<file path="src/rtl/procc_operand_reader.sv">
// rtl/procc_operand_reader.sv - operand RAM read side: fetch opa/opb pairs, apply opcode, stream results
//
// Purpose:
//   On procc_start (ignored while busy) latches a 3-bit opcode and a pair
//   count, then walks the operand RAM from address 0 up to length-1. Each pair
//   is combined by the opcode and the result is offered on a valid/ready
//   handshake. ACC folds every pair into one running sum and emits it once.
//   procc_done pulses for one cycle when the run completes.
//
// Ports:
//   pu_clk, pu_reset            clock, synchronous active-high reset
//   procc_start                 run request; pu_instruction, pu_data_length sampled with it
//   pu_address_mem_opa/opb      registered RAM read address (identical)
//   mem_data_out_opa/opb        RAM read data, one cycle after the address
//   pu_result, pu_result_flag   result word and carry/borrow/compare/saturate flag
//   pu_result_valid/ready       result handshake
//   pu_busy                     high whenever the FSM is not idle
//   procc_done                  one-cycle end-of-run pulse
//
// Build option:
//   PROCC_SATURATE_EN  ADD/ACC clamp to all-ones on carry, SUB clamps to 0 on
//                      borrow; the flag then means "saturated".

module procc_operand_reader #(
  parameter int DATA_W = 32,
  parameter int ADDR_W = 6
) (
  input  logic              pu_clk,
  input  logic              pu_reset,
  input  logic              procc_start,
  input  logic [2:0]        pu_instruction,
  input  logic [ADDR_W-1:0] pu_data_length,
  output logic [ADDR_W-1:0] pu_address_mem_opa,
  output logic [ADDR_W-1:0] pu_address_mem_opb,
  input  logic [DATA_W-1:0] mem_data_out_opa,
  input  logic [DATA_W-1:0] mem_data_out_opb,
  output logic [DATA_W-1:0] pu_result,
  output logic              pu_result_flag,
  output logic              pu_result_valid,
  input  logic              pu_result_ready,
  output logic              pu_busy,
  output logic              procc_done
);

  localparam logic [2:0] OP_ADD = 3'b000;
  localparam logic [2:0] OP_SUB = 3'b001;
  localparam logic [2:0] OP_AND = 3'b010;
  localparam logic [2:0] OP_OR  = 3'b011;
  localparam logic [2:0] OP_XOR = 3'b100;
  localparam logic [2:0] OP_MIN = 3'b101;
  localparam logic [2:0] OP_MAX = 3'b110;
  localparam logic [2:0] OP_ACC = 3'b111;

  typedef enum logic [2:0] {S_IDLE, S_FETCH, S_LOAD, S_EMIT, S_DONE} state_t;

  state_t            state_q, state_d;
  logic [2:0]        op_q, op_d;
  logic [ADDR_W-1:0] len_q, len_d;
  logic [ADDR_W-1:0] idx_q, idx_d;
  logic [ADDR_W-1:0] addr_q, addr_d;
  logic [DATA_W-1:0] acc_q, acc_d;
  logic              acc_flag_q, acc_flag_d;
  logic [DATA_W-1:0] res_q, res_d;
  logic              flag_q, flag_d;

  // Datapath
  logic [DATA_W:0]   add_full;
  logic [DATA_W-1:0] sub_diff;
  logic              a_lt_b;
  logic [DATA_W+1:0] acc_full;
  logic              acc_carry;
  logic [DATA_W-1:0] alu_res;
  logic              alu_flag;
  logic [DATA_W-1:0] acc_next;
  logic              acc_flag_next;
  logic              last_pair;

  assign add_full  = {1'b0, mem_data_out_opa} + {1'b0, mem_data_out_opb};
  assign sub_diff  = mem_data_out_opa - mem_data_out_opb;
  assign a_lt_b    = mem_data_out_opa < mem_data_out_opb;
  // Three-operand sum; any bit above DATA_W means a carry happened either in
  // the pair sum or when folding it into the accumulator.
  assign acc_full  = {2'b00, acc_q} + {2'b00, mem_data_out_opa} + {2'b00, mem_data_out_opb};
  assign acc_carry = |acc_full[DATA_W+1:DATA_W];
  assign last_pair = (idx_q == len_q - ADDR_W'(1));

  always_comb begin
    alu_res       = '0;
    alu_flag      = 1'b0;
    acc_flag_next = acc_flag_q | acc_carry;
`ifdef PROCC_SATURATE_EN
    // Sticky: once saturated the sum stays pinned at all-ones.
    acc_next = acc_flag_next ? {DATA_W{1'b1}} : acc_full[DATA_W-1:0];
`else
    acc_next = acc_full[DATA_W-1:0];
`endif
    case (op_q)
      OP_ADD: begin
`ifdef PROCC_SATURATE_EN
        alu_res = add_full[DATA_W] ? {DATA_W{1'b1}} : add_full[DATA_W-1:0];
`else
        alu_res = add_full[DATA_W-1:0];
`endif
        alu_flag = add_full[DATA_W];
      end
      OP_SUB: begin
`ifdef PROCC_SATURATE_EN
        alu_res = a_lt_b ? '0 : sub_diff;
`else
        alu_res = sub_diff;
`endif
        alu_flag = a_lt_b;
      end
      OP_AND: alu_res = mem_data_out_opa & mem_data_out_opb;
      OP_OR:  alu_res = mem_data_out_opa | mem_data_out_opb;
      OP_XOR: alu_res = mem_data_out_opa ^ mem_data_out_opb;
      OP_MIN: begin
        alu_res  = a_lt_b ? mem_data_out_opa : mem_data_out_opb;
        alu_flag = a_lt_b;
      end
      OP_MAX: begin
        alu_res  = a_lt_b ? mem_data_out_opb : mem_data_out_opa;
        alu_flag = a_lt_b;
      end
      default: begin
        alu_res  = acc_next;
        alu_flag = acc_flag_next;
      end
    endcase
  end

  // Next-state logic
  always_comb begin
    state_d    = state_q;
    op_d       = op_q;
    len_d      = len_q;
    idx_d      = idx_q;
    addr_d     = addr_q;
    acc_d      = acc_q;
    acc_flag_d = acc_flag_q;
    res_d      = res_q;
    flag_d     = flag_q;
    case (state_q)
      S_IDLE: begin
        if (procc_start) begin
          op_d       = pu_instruction;
          len_d      = pu_data_length;
          idx_d      = '0;
          addr_d     = '0;
          acc_d      = '0;
          acc_flag_d = 1'b0;
          state_d    = (pu_data_length == '0) ? S_DONE : S_FETCH;
        end
      end
      S_FETCH: state_d = S_LOAD;
      S_LOAD: begin
        if (op_q == OP_ACC) begin
          acc_d      = acc_next;
          acc_flag_d = acc_flag_next;
          if (last_pair) begin
            res_d   = alu_res;
            flag_d  = alu_flag;
            state_d = S_EMIT;
          end else begin
            idx_d   = idx_q + ADDR_W'(1);
            addr_d  = idx_q + ADDR_W'(1);
            state_d = S_FETCH;
          end
        end else begin
          res_d   = alu_res;
          flag_d  = alu_flag;
          state_d = S_EMIT;
        end
      end
      S_EMIT: begin
        if (pu_result_ready) begin
          if (last_pair) begin
            state_d = S_DONE;
          end else begin
            idx_d   = idx_q + ADDR_W'(1);
            addr_d  = idx_q + ADDR_W'(1);
            state_d = S_FETCH;
          end
        end
      end
      S_DONE:  state_d = S_IDLE;
      default: state_d = S_IDLE;
    endcase
  end

  always_ff @(posedge pu_clk) begin
    if (pu_reset) begin
      state_q    <= S_IDLE;
      op_q       <= '0;
      len_q      <= '0;
      idx_q      <= '0;
      addr_q     <= '0;
      acc_q      <= '0;
      acc_flag_q <= 1'b0;
      res_q      <= '0;
      flag_q     <= 1'b0;
    end else begin
      state_q    <= state_d;
      op_q       <= op_d;
      len_q      <= len_d;
      idx_q      <= idx_d;
      addr_q     <= addr_d;
      acc_q      <= acc_d;
      acc_flag_q <= acc_flag_d;
      res_q      <= res_d;
      flag_q     <= flag_d;
    end
  end

  assign pu_address_mem_opa = addr_q;
  assign pu_address_mem_opb = addr_q;
  assign pu_result          = res_q;
  assign pu_result_flag     = flag_q;
  assign pu_result_valid    = (state_q == S_EMIT);
  assign pu_busy            = (state_q != S_IDLE);
  assign procc_done         = (state_q == S_DONE);

endmodule

</file>
<file path="config.mk">
export PLATFORM = sky130hd
export DESIGN_NAME = procc_operand_reader
export DESIGN_NICKNAME = d
export VERILOG_FILES = /design/src/rtl/procc_operand_reader.sv
export SDC_FILE = /design/constraint.sdc
export NUM_CORES = 1
export LEC_CHECK = 0
export CAP_MARGIN = 5
export CORE_UTILIZATION = 60
export DETAILED_ROUTE_END_ITERATION = 7
export GPL_TIMING_DRIVEN = 0
export PLACE_DENSITY = 0.84
export SKIP_CTS_REPAIR_TIMING = 1
export SYNTH_ARGS = -nofsm -noshare
export SYNTH_HDL_FRONTEND = slang
export SYNTH_SLANG_ARGS = --single-unit
</file>
<file path="constraint.sdc">
create_clock -name pu_clk -period 5.3 [get_ports pu_clk]
set_input_delay 0.795 -clock pu_clk [delete_from_list [all_inputs] [get_ports pu_clk]]
set_output_delay 0.795 -clock pu_clk [all_outputs]
set_load 0.01 [all_outputs]
</file>
==> results.toml <==
[status]
status = "finished, final reports clean"

[cells_and_area]
antenna_cells = 0
fin_nets = 1892
drive_above_1_share = 0.0677
utilization = 0.712
final_area_um2 = 13400
syn2layout_area_growth_pct = 16.0

[power]
p_leak_nw = 5.58
powerDensity_nw_per_um2 = 236
ir_drop_mv = 0.183

[setup_path]
crit_fanout = 5
crit_slowest_cell = "a221oi_1"
r2r_slack_ns = 1.23
worstPathRequired_ns = 5.50
rr_worst_depth = 16
worstSetupPathType = "input pin to register"
cp.arrival_ns = 5.46
critical_path_depth = 13
startpoint_type = "input pin"
path_cells = "clkdlybuf4s50_1 > inv_1 > ha_1 > o21bai_1 > a21oi_1 > o311ai_2 > a21oi_2 > o41ai_1 > a31oi_1 > o31ai_1 > xnor2_1 > a221oi_1 > nor3_1"
r2r-start = "acc_q[0]$_SDFFE_PP0P_"
cp_top_family = "compound AO/OA/AOI/OAI gates"
worst-path-buf-inv = 2
r2r-end = "pu_result_flag$_SDFFE_PP0P_"
cp-startpoint = "mem_data_out_opa[1]"
endpoint_kind = "register"
endpoint = "pu_result[25]$_SDFFE_PP0P_"
slowest_delay_ns = 0.86

[logic_synthesis]
synthArstFlopShare = 0
mappedNetlistArea_um2 = 11500
synth_area_leaders = "dfxtp_1 15%, ha_1 14%, a21oi_1 8.0%"
synth_nets = 1757
yosysMostFrequentCell = "a21oi_1"
yosysTopAreaCellShare = 0.146
synth_edf_count = 0
synth_top_cell_by_area = "dfxtp_1"
seq_area_frac_synth = 0.146
yosys-top-cells-count = "183 x a21oi_1, 148 x nor2_1, 129 x ha_1"
synth_cell_types = 92
synth_top_flop_cell = "dfxtp_1"
ys_warn_count = 0
synth_seq_cells = 84
synthesis.instances = 1516
synth.avg_cell_area_um2 = 7.60

[floorplan]
fp-row-count = 50
die_w_um = 141
ioPinCount = 125
die_y_um = 141
coreArea_um2 = 18800
start_util = 0.614
dieArea_um2 = 19700

[global_routing]
grt_use_met1 = 0.585
track_usage = 0.478
grt_pass1_vias = 12700
busiest_layer = "met2"
grt_max_degree = 14
met3_usage = 0.106
grt_pass1_wl_um = 71400
grt_use_met2 = 0.741
gr-total-overflow = 0
antenna_found_initial = 0

[timing]
finalHoldViolCount = 0
grt_setup_unrepaired = "no"
maxSlewHeadroom = 0.287
setup_viol = 0
max_freq_ghz = 0.190
fin_crit_ns = 5.26
setup_tns_ns = 0
holdWs_ns = 0.452
skew_ns = 0.00862
finalCritPeriodShare = 0.992
tightest_slew_ns = 1.06
slew_violations = 0

[place]
place_hpwl_um = 37800
gp_congestion = 1.05
place_area_um2 = 13000
portBuffers = 124

[detailed_routing]
drc_errors = 0
wirelength_um = 48000
vias = 13400
avgRoutedWirePerCell_um = 25.4
ant_nets = 0
firstDrtPassIters = 8
via_per_inst = 7.12
drt_iter0_drc = 1912

[clock_network]
htree_num_levels = 3
clk-insertion-delay-late_ns = 0.35
cts_buffers = 9
root_buffer = "clkbuf_16"
cts_max_path_buffers = 2
numClockSinks = 84
cts_tree = "done"
path_clk_slew_ns = 0.06

[flow_run]
drv_cap = 0

[min_path]
holdCritPathClass = "register to register"
[worst min path at each step]
| stage | startpoint | end | slack [ns] | cells after the start |
|---|---|---|---|---|
| 4_1_cts | pu_result[7]$_SDFFE_PP0P_ | pu_result[7]$_SDFFE_PP0P_ | 0.45 | 2 |
| 2_1_floorplan | acc_q[30]$_SDFFE_PP0P_ | acc_q[30]$_SDFFE_PP0P_ | 0.45 | 1 |
| 3_5_place_dp | pu_result[7]$_SDFFE_PP0P_ | pu_result[7]$_SDFFE_PP0P_ | 0.45 | 2 |
| 5_1_grt | pu_result[6]$_SDFFE_PP0P_ | pu_result[6]$_SDFFE_PP0P_ | 0.48 | 2 |
| 3_3_place_gp | pu_result[7]$_SDFFE_PP0P_ | pu_result[7]$_SDFFE_PP0P_ | 0.44 | 2 |
| 6_report | pu_result[7]$_SDFFE_PP0P_ | pu_result[7]$_SDFFE_PP0P_ | 0.45 | 2 |
[power breakdown]
part	switching, W	internal [W]	total (W)
clock network	0.000273	0.000407	0.000680
registers	0.0000305	0.000668	0.000699
logic	0.00114	0.000637	0.00177
[layout by cell type, fill, tap and decap left out, types with 9 or more instances in the layout]
cell type        synthesis  layout
a211oi_1                15      15
a21o_1                  29      29
a21oi_1                183     183
a221o_1                 21      21
a221oi_1                17      17
a22oi_1                 33      33
a31oi_1                  9       9
buf_2                   22      22
buf_4                   13      13
clkbuf_1                54      54
clkbuf_16                0       9
clkdlybuf4s50_1          0     124
dfxtp_1                 84      84
fa_1                    35      35
ha_1                   129     129
inv_1                  108     108
mux2i_1                 13      13
nand2_1                 75      75
nand2b_1                12      12
nand3_1                 38      38
nand4_1                  9       9
nor2_1                 148     148
nor2b_1                 14      14
nor3_1                  41      41
o211ai_1                18      18
o21a_1                  13      13
o21ai_0                 70      70
o21ai_1                 19      19
o21bai_1                12      12
o22ai_1                 13      13
o31ai_1                 16      16
or3_1                   11      11
xnor2_1                 39      39
xor2_1                  20      20
[layer usage]
| layer | share of wire | vias up | wire, um |
|---|---|---|---|
| li1 | - | 5837 | - |
| met1 | 0.36 | 6206 | 17400 |
| met2 | 0.43 | 1101 | 20500 |
| met3 | 0.13 | 300 | 6170 |
| met4 | 0.084 | 0 | 4020 |
| met5 | 0 | - | 0 |
[state kept, by name (all words and copies together), names as in the netlist]
register / count
acc_flag_q: 1
acc_q: 32
idx_q: 6
len_q: 6
op_q: 3
pu_result: 32
pu_result_flag: 1
state_q: 3
[kinds of logic (layout without fill, tap and decap cells)]
group	after synthesis	count (layout)	share of synthesized area
compound gates	582	582	0.353
simple gates	399	399	0.164
buf+inv	215	353	0.0803
fa+ha+maj	164	164	0.201
flops	84	84	0.146
xor+xnor	59	59	0.0449
mux	13	13	0.0113
[area by class of cell]
| cell class | count | area [um^2] |
|---|---|---|
| flip-flops and latches | 84 | 1680 |
| clock inverters | 5 | 78.8 |
| plain buffers | 98 | 485 |
| repair buffers | 124 | 1240 |
| inverters | 117 | 439 |
| clock buffers | 9 | 225 |
| fillers | 1567 | 5410 |
| multi-input cells | 1217 | 8910 |
| well taps | 234 | 293 |
[tightest hold or removal path, cell delays in order, from the launching register on]
cell and delay (ns):
dfxtp_1 0.31, nand2_1 0.05, a21oi_1 0.05
[per-stage QoR]
| stage | cells | total power (W) | worst slack [ns] |
|---|---|---|---|
| floorplan | 1516 | 0.00182 | 1.44 |
| global placement | 1874 | 0.00236 | 0.100 |
| global route | 1888 | 0.00326 | 0.115 |
| finish | 1888 | 0.00315 | 0.0408 |
| CTS | 1888 | 0.00306 | 0.353 |
| detailed placement | 1874 | 0.00239 | 0.0376 |
Power figures use the tool's default switching activity.
